[src/rtl/iir_biquad_mac_sequencer.sv]
// Direct-form-I biquad sequencer: five taps share one external 4x4 signed multiplier,
// one tap per cycle, then the accumulator is quantised, saturated and registered out.
module iir_biquad_mac_sequencer #(
    parameter int DW    = 4,
    parameter int ACC_W = 12,
    parameter int FRAC  = 2
) (
    input  logic                   clk,
    input  logic                   rst,
    input  logic                   in_valid,
    output logic                   in_ready,
    input  logic signed [DW-1:0]   x_in,
    input  logic signed [DW-1:0]   b0,
    input  logic signed [DW-1:0]   b1,
    input  logic signed [DW-1:0]   b2,
    input  logic signed [DW-1:0]   a1,
    input  logic signed [DW-1:0]   a2,
    output logic signed [DW-1:0]   mul_a,
    output logic signed [DW-1:0]   mul_b,
    input  logic signed [2*DW-1:0] mul_p,
    output logic signed [DW-1:0]   y_out,
    output logic                   out_valid,
    output logic                   busy
);

    typedef enum logic [1:0] {IDLE, MAC, OUT} state_t;

    localparam logic signed [ACC_W-1:0] Y_MAX = ACC_W'((2 ** (DW - 1)) - 1);
    localparam logic signed [ACC_W-1:0] Y_MIN = ACC_W'(-(2 ** (DW - 1)));

    state_t                  state_q, state_d;
    logic [2:0]              tap_q, tap_d;
    logic signed [ACC_W-1:0] acc_q, acc_d;
    logic signed [DW-1:0]    x0_q, x0_d, x1_q, x1_d, x2_q, x2_d;
    logic signed [DW-1:0]    y1_q, y1_d, y2_q, y2_d;
    logic signed [DW-1:0]    b0_q, b0_d, b1_q, b1_d, b2_q, b2_d;
    logic signed [DW-1:0]    a1_q, a1_d, a2_q, a2_d;
    logic signed [DW-1:0]    y_out_q, y_out_d;
    logic                    out_valid_q, out_valid_d;
    logic signed [ACC_W-1:0] prod_ext;
    logic signed [DW-1:0]    y_sat;

    // Arithmetic shift drops the Q2.2 fraction, truncating toward -inf.
    function automatic logic signed [ACC_W-1:0] shift_frac(input logic signed [ACC_W-1:0] a);
        return a >>> FRAC;
    endfunction

    function automatic logic signed [DW-1:0] sat_dw(input logic signed [ACC_W-1:0] v);
        logic signed [ACC_W-1:0] c;
        c = v;
        if (v > Y_MAX) c = Y_MAX;
        else if (v < Y_MIN) c = Y_MIN;
        return c[DW-1:0];
    endfunction

    assign prod_ext  = ACC_W'(mul_p);
    assign y_sat     = sat_dw(shift_frac(acc_q));
    assign in_ready  = (state_q == IDLE);
    assign busy      = (state_q != IDLE);
    assign y_out     = y_out_q;
    assign out_valid = out_valid_q;

    always_comb begin
        mul_a = '0;
        mul_b = '0;
        if (state_q == MAC) begin
            case (tap_q)
                3'd0:    begin mul_a = b0_q; mul_b = x0_q; end
                3'd1:    begin mul_a = b1_q; mul_b = x1_q; end
                3'd2:    begin mul_a = b2_q; mul_b = x2_q; end
                3'd3:    begin mul_a = a1_q; mul_b = y1_q; end
                3'd4:    begin mul_a = a2_q; mul_b = y2_q; end
                default: begin mul_a = '0;   mul_b = '0;   end
            endcase
        end
    end

    always_comb begin
        state_d     = state_q;
        tap_d       = tap_q;
        acc_d       = acc_q;
        x0_d        = x0_q;
        x1_d        = x1_q;
        x2_d        = x2_q;
        y1_d        = y1_q;
        y2_d        = y2_q;
        b0_d        = b0_q;
        b1_d        = b1_q;
        b2_d        = b2_q;
        a1_d        = a1_q;
        a2_d        = a2_q;
        y_out_d     = y_out_q;
        out_valid_d = 1'b0;
        case (state_q)
            IDLE: begin
                if (in_valid) begin
                    x0_d    = x_in;
                    b0_d    = b0;
                    b1_d    = b1;
                    b2_d    = b2;
                    a1_d    = a1;
                    a2_d    = a2;
                    acc_d   = '0;
                    tap_d   = 3'd0;
                    state_d = MAC;
                end
            end
            MAC: begin
                // Feed-forward taps add, feedback taps subtract.
                if (tap_q < 3'd3) acc_d = acc_q + prod_ext;
                else              acc_d = acc_q - prod_ext;
                if (tap_q == 3'd4) state_d = OUT;
                else               tap_d   = tap_q + 3'd1;
            end
            OUT: begin
                y_out_d     = y_sat;
                out_valid_d = 1'b1;
                x2_d        = x1_q;
                x1_d        = x0_q;
                y2_d        = y1_q;
                y1_d        = y_sat;
                state_d     = IDLE;
            end
            default: state_d = IDLE;
        endcase
    end

    always_ff @(posedge clk) begin
        if (rst) begin
            state_q     <= IDLE;
            tap_q       <= '0;
            acc_q       <= '0;
            x0_q        <= '0;
            x1_q        <= '0;
            x2_q        <= '0;
            y1_q        <= '0;
            y2_q        <= '0;
            b0_q        <= '0;
            b1_q        <= '0;
            b2_q        <= '0;
            a1_q        <= '0;
            a2_q        <= '0;
            y_out_q     <= '0;
            out_valid_q <= 1'b0;
        end else begin
            state_q     <= state_d;
            tap_q       <= tap_d;
            acc_q       <= acc_d;
            x0_q        <= x0_d;
            x1_q        <= x1_d;
            x2_q        <= x2_d;
            y1_q        <= y1_d;
            y2_q        <= y2_d;
            b0_q        <= b0_d;
            b1_q        <= b1_d;
            b2_q        <= b2_d;
            a1_q        <= a1_d;
            a2_q        <= a2_d;
            y_out_q     <= y_out_d;
            out_valid_q <= out_valid_d;
        end
    end

endmodule

[config.mk]
export PLATFORM = sky130hd
export DESIGN_NAME = iir_biquad_mac_sequencer
export DESIGN_NICKNAME = d
export VERILOG_FILES = /design/src/rtl/iir_biquad_mac_sequencer.sv
export SDC_FILE = /design/constraint.sdc
export NUM_CORES = 1
export LEC_CHECK = 0
export ABC_AREA = 1
export CAP_MARGIN = 20
export CORE_ASPECT_RATIO = 1.75
export CORE_UTILIZATION = 63
export CTS_BUF_LIST = sky130_fd_sc_hd__clkbuf_16
export CTS_CLUSTER_SIZE = 16
export DETAILED_ROUTE_END_ITERATION = 8
export DONT_BUFFER_PORTS = 1
export PLACE_DENSITY = 0.79
export SLEW_MARGIN = 20
export SYNTH_ARGS = -nofsm -noshare
export SYNTH_HDL_FRONTEND = slang
export SYNTH_SLANG_ARGS = --single-unit
[constraint.sdc]
create_clock -name clk -period 2.9 [get_ports clk]
set_input_delay 0.29 -clock clk [delete_from_list [all_inputs] [get_ports clk]]
set_output_delay 0.29 -clock clk [all_outputs]
set_load 0.02 [all_outputs]
Yosys cells after proc, flatten, opt, wreduce, memory -nomap -nowiden:

Index checks and enable logic that the tools add are counted.

* bits in writable memories: 0
* bits of input ports: 35
* logic and storage cells: 53
* bits in registers: 58
* latch bits: 0
* ROM bits: 0
* memories kept: 0
* output and inout bits: 15

* muxes and demuxes: 16
* shifts and indexed selects: 0
* bitwise logic cells: 0
* multiply operators: 0
* equal/unequal tests: 9
* divide/modulo/power cells: 0
* order comparisons: 3
* add/sub/neg operators: 3
* reductions and logical operators: 8

Operator list (count)
* $pmux W4 S5: 2
* $mux W12: 2
* $pmux W12 S2: 1
* $mux W4: 4
* $add A12 B8 Y12: 1
* $sub A12 B8 Y12: 1
* $gt A10 B4 Y1 const B: 1
* $lt A10 B4 Y1 const B: 1
* $eq A3 B2 Y1 const B: 2
* $mux W3: 2
* $pmux W3 S2: 1
* $reduce_and A2 Y1: 3
* $mux W2: 2
* $ne A2 B2 Y1 const B: 2
* $pmux W2 S2: 1
* $reduce_bool A2 Y1: 2
* $add A3 B1 Y3 const B: 1
* $eq A3 B1 Y1 const B: 1
* $eq A3 B3 Y1 const B: 1
* $logic_not A3 Y1: 1
* $lt A3 B2 Y1 const B: 1
* $reduce_and A3 Y1: 1
* $eq A2 B1 Y1 const B: 1
* $eq A2 B2 Y1 const B: 1
* other kinds (3): 3

Logic depth before layout (Yosys ltp):

* depth in word-level cells: 3
* gate-level depth with buffers: 17
* gate-level depth less buffers: 17

Least setup slack after synthesis:

No wires, ideal clock.

* path kind: input to register
* start: input port mul_p[1]
* end: register acc_q[6]
* setup time: 0.132 ns
* data required time: 2.768 ns
* stages: 14
* buffers on the path: 0
* slack: 0.830 ns
* arrival time: 1.938 ns
* cells stage by stage: inv_1 > ha_1 > nor3b_1 > nor2_1 > xor2_1 > inv_1 > ha_1 > nand2_1 > o21ai_0 > inv_1 > nand2_1 > or2_2 > nand3_1 > a21oi_1

* word-level cells in the longest chain between the ends: 3
* elaborated cells on any way between the ends: 4
* classes of those cells: add/sub (2); mux (2)

RTL lines
* start, declared: line 20 `input logic signed [2*DW-1:0] mul_p,`
* $sub A12 B8 Y12 / $add A12 B8 Y12 (equally long branches): line 111, 110
* $mux W12 (*): line 110 `if (tap_q < 3'd3) acc_d = acc_q + prod_ext;`
* $pmux W12 S2 (*): line 94 `case (state_q)`
* end signal, assigned: line 132 `acc_q <= '0;`
* end signal, assigned: line 148 `acc_q <= acc_d;`
* end, declared: line 33 `logic signed [ACC_W-1:0] acc_q, acc_d;`

Every way passes the cells marked *; elsewhere a longest branch is shown, timed or not.
A chain may end at the register's enable or synchronous reset.

Worst setup path after layout:

* start: register tap_q[0]
* end: output port mul_b[2]

* word-level cells in the longest chain between the ends: 3
* elaborated cells on any way between the ends: 7
* classes of those cells: eq/ne (4); mux (2); reduce/logical (1)

RTL lines
* start, declared: line 32 `logic [2:0] tap_q, tap_d;`
* start signal, assigned: line 147 `tap_q <= tap_d;`
* $eq A3 B3 Y1 (tied with other cells): line 67 `case (tap_q)`
* $pmux W4 S5 (*): line 67
* $mux W4 (*): line 66 `if (state_q == MAC) begin`
* end, declared: line 19 `output logic signed [DW-1:0] mul_b,`

Marked as above.

==> results.md <==
- The core box area is 0.004790 sq mm.
- The biggest cell delay along the critical path is 0.40 ns.
- After synthesis, the share of flip-flops with an asynchronous set or reset is 0%.
- The worst flop-to-flop path endpoint is acc_q[8].
- The count of buffers added on input and output ports is 0.
- The worst setup path is captured at a primary output.
- The commonest register cell after synthesis is sky130_fd_sc_hd__dfxtp_1.
- The number of DRC violations after detailed-routing iteration 0 is 150.
- The post-synth net total is 513.
- The initial antenna violation count is 0.
- Setup repair after global routing left no endpoint under its margin.
- Once the clock tree was built, the resizer swapped 0 gates to a different size.
- The worst pin sits at a relative slew slack of 34.21%.
- After the flow finishes, the layout carries non-filler instances totaling 514.
- The first global-routing pass estimated 12.93 mm of wire.
- The total power per unit cell area is 622.5 mW/mm^2.
- The worst slack on hold paths is 0.03129 ns.
- The cell area after layout is 0.003458 sq mm.
- The number of global-route vias before repair is 2947.
- The cell sitting at the root of the clock tree is a sky130_fd_sc_hd__clkbuf_16.
- The hold buffer count at CTS is 0.
- In the final design database the tool counted 510 nets.
- The clock passes through at most 2 buffers.
- The count of warnings emitted by yosys is 0.
- The most critical setup path has its endpoint at mul_b[2].
- The number of buffers added by the clock tree synthesis step is 9.
- The data required time of the worst path is 2.61 ns.
- The critical path startpoint is tap_q[0].
- Subtracting the final worst setup slack from the clock period gives 2.392 ns.
- The number of instances in the synthesized netlist is 460.
- The floorplan die height is 96.07 um.
- The number of max-cap violations is 0.
- The run finished with clean final reports.
- The synthesized netlist contains 36 unique library cells.
- The final max-slew violation count is 0.
- The leftover overflow at the end of global routing is 0.
- Once placement finished, the instance area stood at 0.003196 sq mm.
- The transition time at the pin with the least slew margin is 0.9857 ns.
- The netlist area before placement is 0.003186 sq mm.
- The number of synthesized flops with an enable pin is 0.
- Counting flops and latches in the post-synthesis netlist gives 58.
- The growth of design area from synthesis to finish is 8.563%.
- Detailed placement finished with a half-perimeter wire length of 5.666 mm.
- The top cell type by total area after synthesis is sky130_fd_sc_hd__dfxtp_1.
- After detailed routing, the number of remaining DRC violations is 0.
- The sequential cell area fraction in the yosys report is 36.45%.
- The floorplan step defined a die boundary enclosing 0.005356 sq mm.
- The worst path uses 82.48% of the clock period.
- The worst setup path is launched from a flop.
- The routed design has 7.731 mm of wire.
- Ranked by total cell area, the synthesized netlist is headed by sky130_fd_sc_hd__dfxtp_1 36%, sky130_fd_sc_hd__nand2_1 8.6%, sky130_fd_sc_hd__nor2_1 8.6%, sky130_fd_sc_hd__o21ai_0 8.3%, sky130_fd_sc_hd__a21oi_1 6.9%.
- The launch point of the worst reg-to-reg path is tap_q[0].
- The highest fanout seen on the critical path is 9.
- On the critical path, the stage with the largest delay is an instance of sky130_fd_sc_hd__dfxtp_1.
- The first detailed-routing pass ran for 5 iterations.
- Traced cell by cell, the critical path runs through inv_1, ha_1, nand2_1, clkinv_1, a22o_1, a311oi_1, nor2_1.
- The total instance count after detailed placement is 498.
- The clock input transition at the sequential cells of the worst setup and hold paths is 0.05 ns.
- The total number of vias is 3017.
- The clock insertion delay at the later pin of the skew report is 0.32 ns.
- The global placement routability congestion is 0.8878.
- The mean number of vias per cell is 5.870.
- From left edge to right edge, the die measures 55.76 um.
- The CTS tree is built.
- The critical path class is reg -> out.
- The average wire length per cell after detail routing is 15.04 um.
- The standard-cell row count is 33.
- The total setup violations reported at the end of the flow is 0.
- The total global-route track usage is 31.42%.
- The worst IR drop on VDD is 0.5264 mV.
- The maximum operating frequency is 0.4181 GHz.
- The number of hold violations in the final report is 0.
- The endpoint arrival time on the critical path is 2.10 ns.
- The count of antenna-violating nets left after detailed routing is 0.
- The pin count of the biggest net entering global routing is 42.
- The H-tree was split into 3 levels.
- The starting density of the core is 66.51%.
- The number of clock sinks is 58.
- The fraction of final layout cells with drive strength greater than 1 is 6.061%.
- The antenna cell count is 0.
- The worst min-delay path class is in -> reg.
- The worst register-to-register path has a depth of 12.
- After synthesis, the largest area contributor takes up 36.45% of total cell area.
- The leakage dissipation is 0.001489 uW.
- Counting the fill cells in the layout gives 420.
- After clock tree synthesis, the setup repair step added 0 buffers.
- After routing, the total negative slack on setup checks comes to 0 ns.
- A synthesized cell averages 6.925 sq um.
- During I/O placement, the number of pins put on the boundary was 50.
- The slack of the worst reg-to-reg path is 0.58 ns.
- Once layout is complete, the utilization of the core stands at 72.20%.
- For the final database, setup skew stands at 0.004597 ns.
report_power, final:
part           internal (uW)  leakage (uW)  switching, uW
logic                    121      0.000885            235
registers                846      0.000475           31.9
clock network            565      0.000130            354
state kept, by name, indices dropped and copies added, names as in the netlist, 3 cells and up:
signal  count
y_out       4
b0_q        4
y2_q        4
a1_q        4
b1_q        4
a2_q        4
x2_q        4
x0_q        4
tap_q       3
b2_q        4
acc_q      12
x1_q        4
worst min-delay path by stage:
stage / slack, ns / from / endpoint / depth (start not counted)
2_1_floorplan: 0.43 / b1_q[0] / b1_q[0] / 2
3_3_place_gp: 0.36 / rst / y_out[0] / 1
3_5_place_dp: 0.36 / rst / acc_q[3] / 1
4_1_cts: 0.03 / rst / acc_q[11] / 1
5_1_grt: 0.02 / rst / acc_q[7] / 1
6_report: 0.03 / rst / acc_q[5] / 1
per-layer routing:
layer	wire length [um]	global-route usage [%]	part of all wire (%)
met5	0	0	0
met4	250	17.08	3.2
met3	441	6.855	5.7
met2	4143	61.14	54
met1	2895	30.29	37
cell usage in the layout, fill, tap and decap left out:
cell type / instances
sky130_fd_sc_hd__fa_1: 1
sky130_fd_sc_hd__nand2_2: 2
sky130_fd_sc_hd__nand2_1: 73
sky130_fd_sc_hd__buf_4: 3
sky130_fd_sc_hd__inv_2: 4
sky130_fd_sc_hd__clkinv_2: 3
sky130_fd_sc_hd__or2_2: 1
sky130_fd_sc_hd__nor2_1: 73
sky130_fd_sc_hd__nand3b_1: 1
sky130_fd_sc_hd__inv_1: 50
sky130_fd_sc_hd__xnor2_1: 2
sky130_fd_sc_hd__nor3_2: 1
sky130_fd_sc_hd__o211ai_1: 2
sky130_fd_sc_hd__clkinvlp_4: 2
sky130_fd_sc_hd__o31ai_1: 1
sky130_fd_sc_hd__o22ai_1: 6
sky130_fd_sc_hd__nor3b_1: 1
sky130_fd_sc_hd__a22o_1: 5
sky130_fd_sc_hd__o21ai_2: 1
sky130_fd_sc_hd__ha_1: 17
sky130_fd_sc_hd__a31oi_1: 4
sky130_fd_sc_hd__clkbuf_16: 9
sky130_fd_sc_hd__clkinv_1: 2
sky130_fd_sc_hd__dfxtp_1: 58
sky130_fd_sc_hd__a311oi_1: 5
sky130_fd_sc_hd__a221oi_1: 1
sky130_fd_sc_hd__a21oi_1: 44
sky130_fd_sc_hd__nand4_1: 5
sky130_fd_sc_hd__o21ai_0: 53
sky130_fd_sc_hd__nor2_4: 2
sky130_fd_sc_hd__nand3_1: 22
sky130_fd_sc_hd__a21o_1: 2
sky130_fd_sc_hd__xor2_1: 4
sky130_fd_sc_hd__o21bai_1: 1
sky130_fd_sc_hd__o21ai_1: 1
critical path: cells and delay by family (launching register included):
family	cells	cell delay, ns
adder cells (fa/ha/maj)	1	0.27
buffers and inverters	2	0.34
flip-flops	1	0.40
AO/OA/AOI/OAI	2	0.49
AND/OR/NAND/NOR	2	0.28
logic make-up (layout without fill, tap and decap cells):
kind of cell	count (synthesis)	after routing	share of synthesized area, %
fa+ha+maj	18	18	7.305
flops	58	58	36.45
compound gates	126	126	22.07
buf+inv	71	73	8.798
simple gates	181	181	23.72
xor+xnor	6	6	1.650
through the flow:
step                setup slack, ns  power (uW)
floorplan                    0.8297        1174
global placement             0.6372        1237
detailed placement           0.5760        1246
CTS                          0.4942        2158
global route                 0.2807        2259
finish                       0.5080        2153
cell type report:
cell class	count	area, sq um	area share [%]
Sequential cell	58	1161	33.57
Multi-Input combinational cell	331	1744	50.43
Clock buffer	9	225.2	6.512
Clock inverter	7	37.54	1.085
Inverter	54	202.7	5.861
Tap cell	52	65.06	1.881
Timing Repair Buffer	3	22.52	0.6512
Yosys cell counts, types with 2 or more instances:
master,count
sky130_fd_sc_hd__buf_2,2
sky130_fd_sc_hd__dfxtp_1,58
sky130_fd_sc_hd__nand2_2,2
sky130_fd_sc_hd__nor2_1,73
sky130_fd_sc_hd__a31oi_1,4
sky130_fd_sc_hd__a21oi_1,44
sky130_fd_sc_hd__nand2_1,73
sky130_fd_sc_hd__inv_1,49
sky130_fd_sc_hd__clkbuf_1,10
sky130_fd_sc_hd__ha_1,17
sky130_fd_sc_hd__a21o_1,2
sky130_fd_sc_hd__nand3_1,22
sky130_fd_sc_hd__o22ai_1,6
sky130_fd_sc_hd__nand4_1,5
sky130_fd_sc_hd__nor2_4,2
sky130_fd_sc_hd__a311oi_1,5
sky130_fd_sc_hd__inv_2,4
sky130_fd_sc_hd__o211ai_1,2
sky130_fd_sc_hd__a22o_1,5
sky130_fd_sc_hd__xor2_1,4
sky130_fd_sc_hd__buf_1,3
sky130_fd_sc_hd__o21ai_0,53
sky130_fd_sc_hd__xnor2_1,2
(Power assumes the default switching activity.)
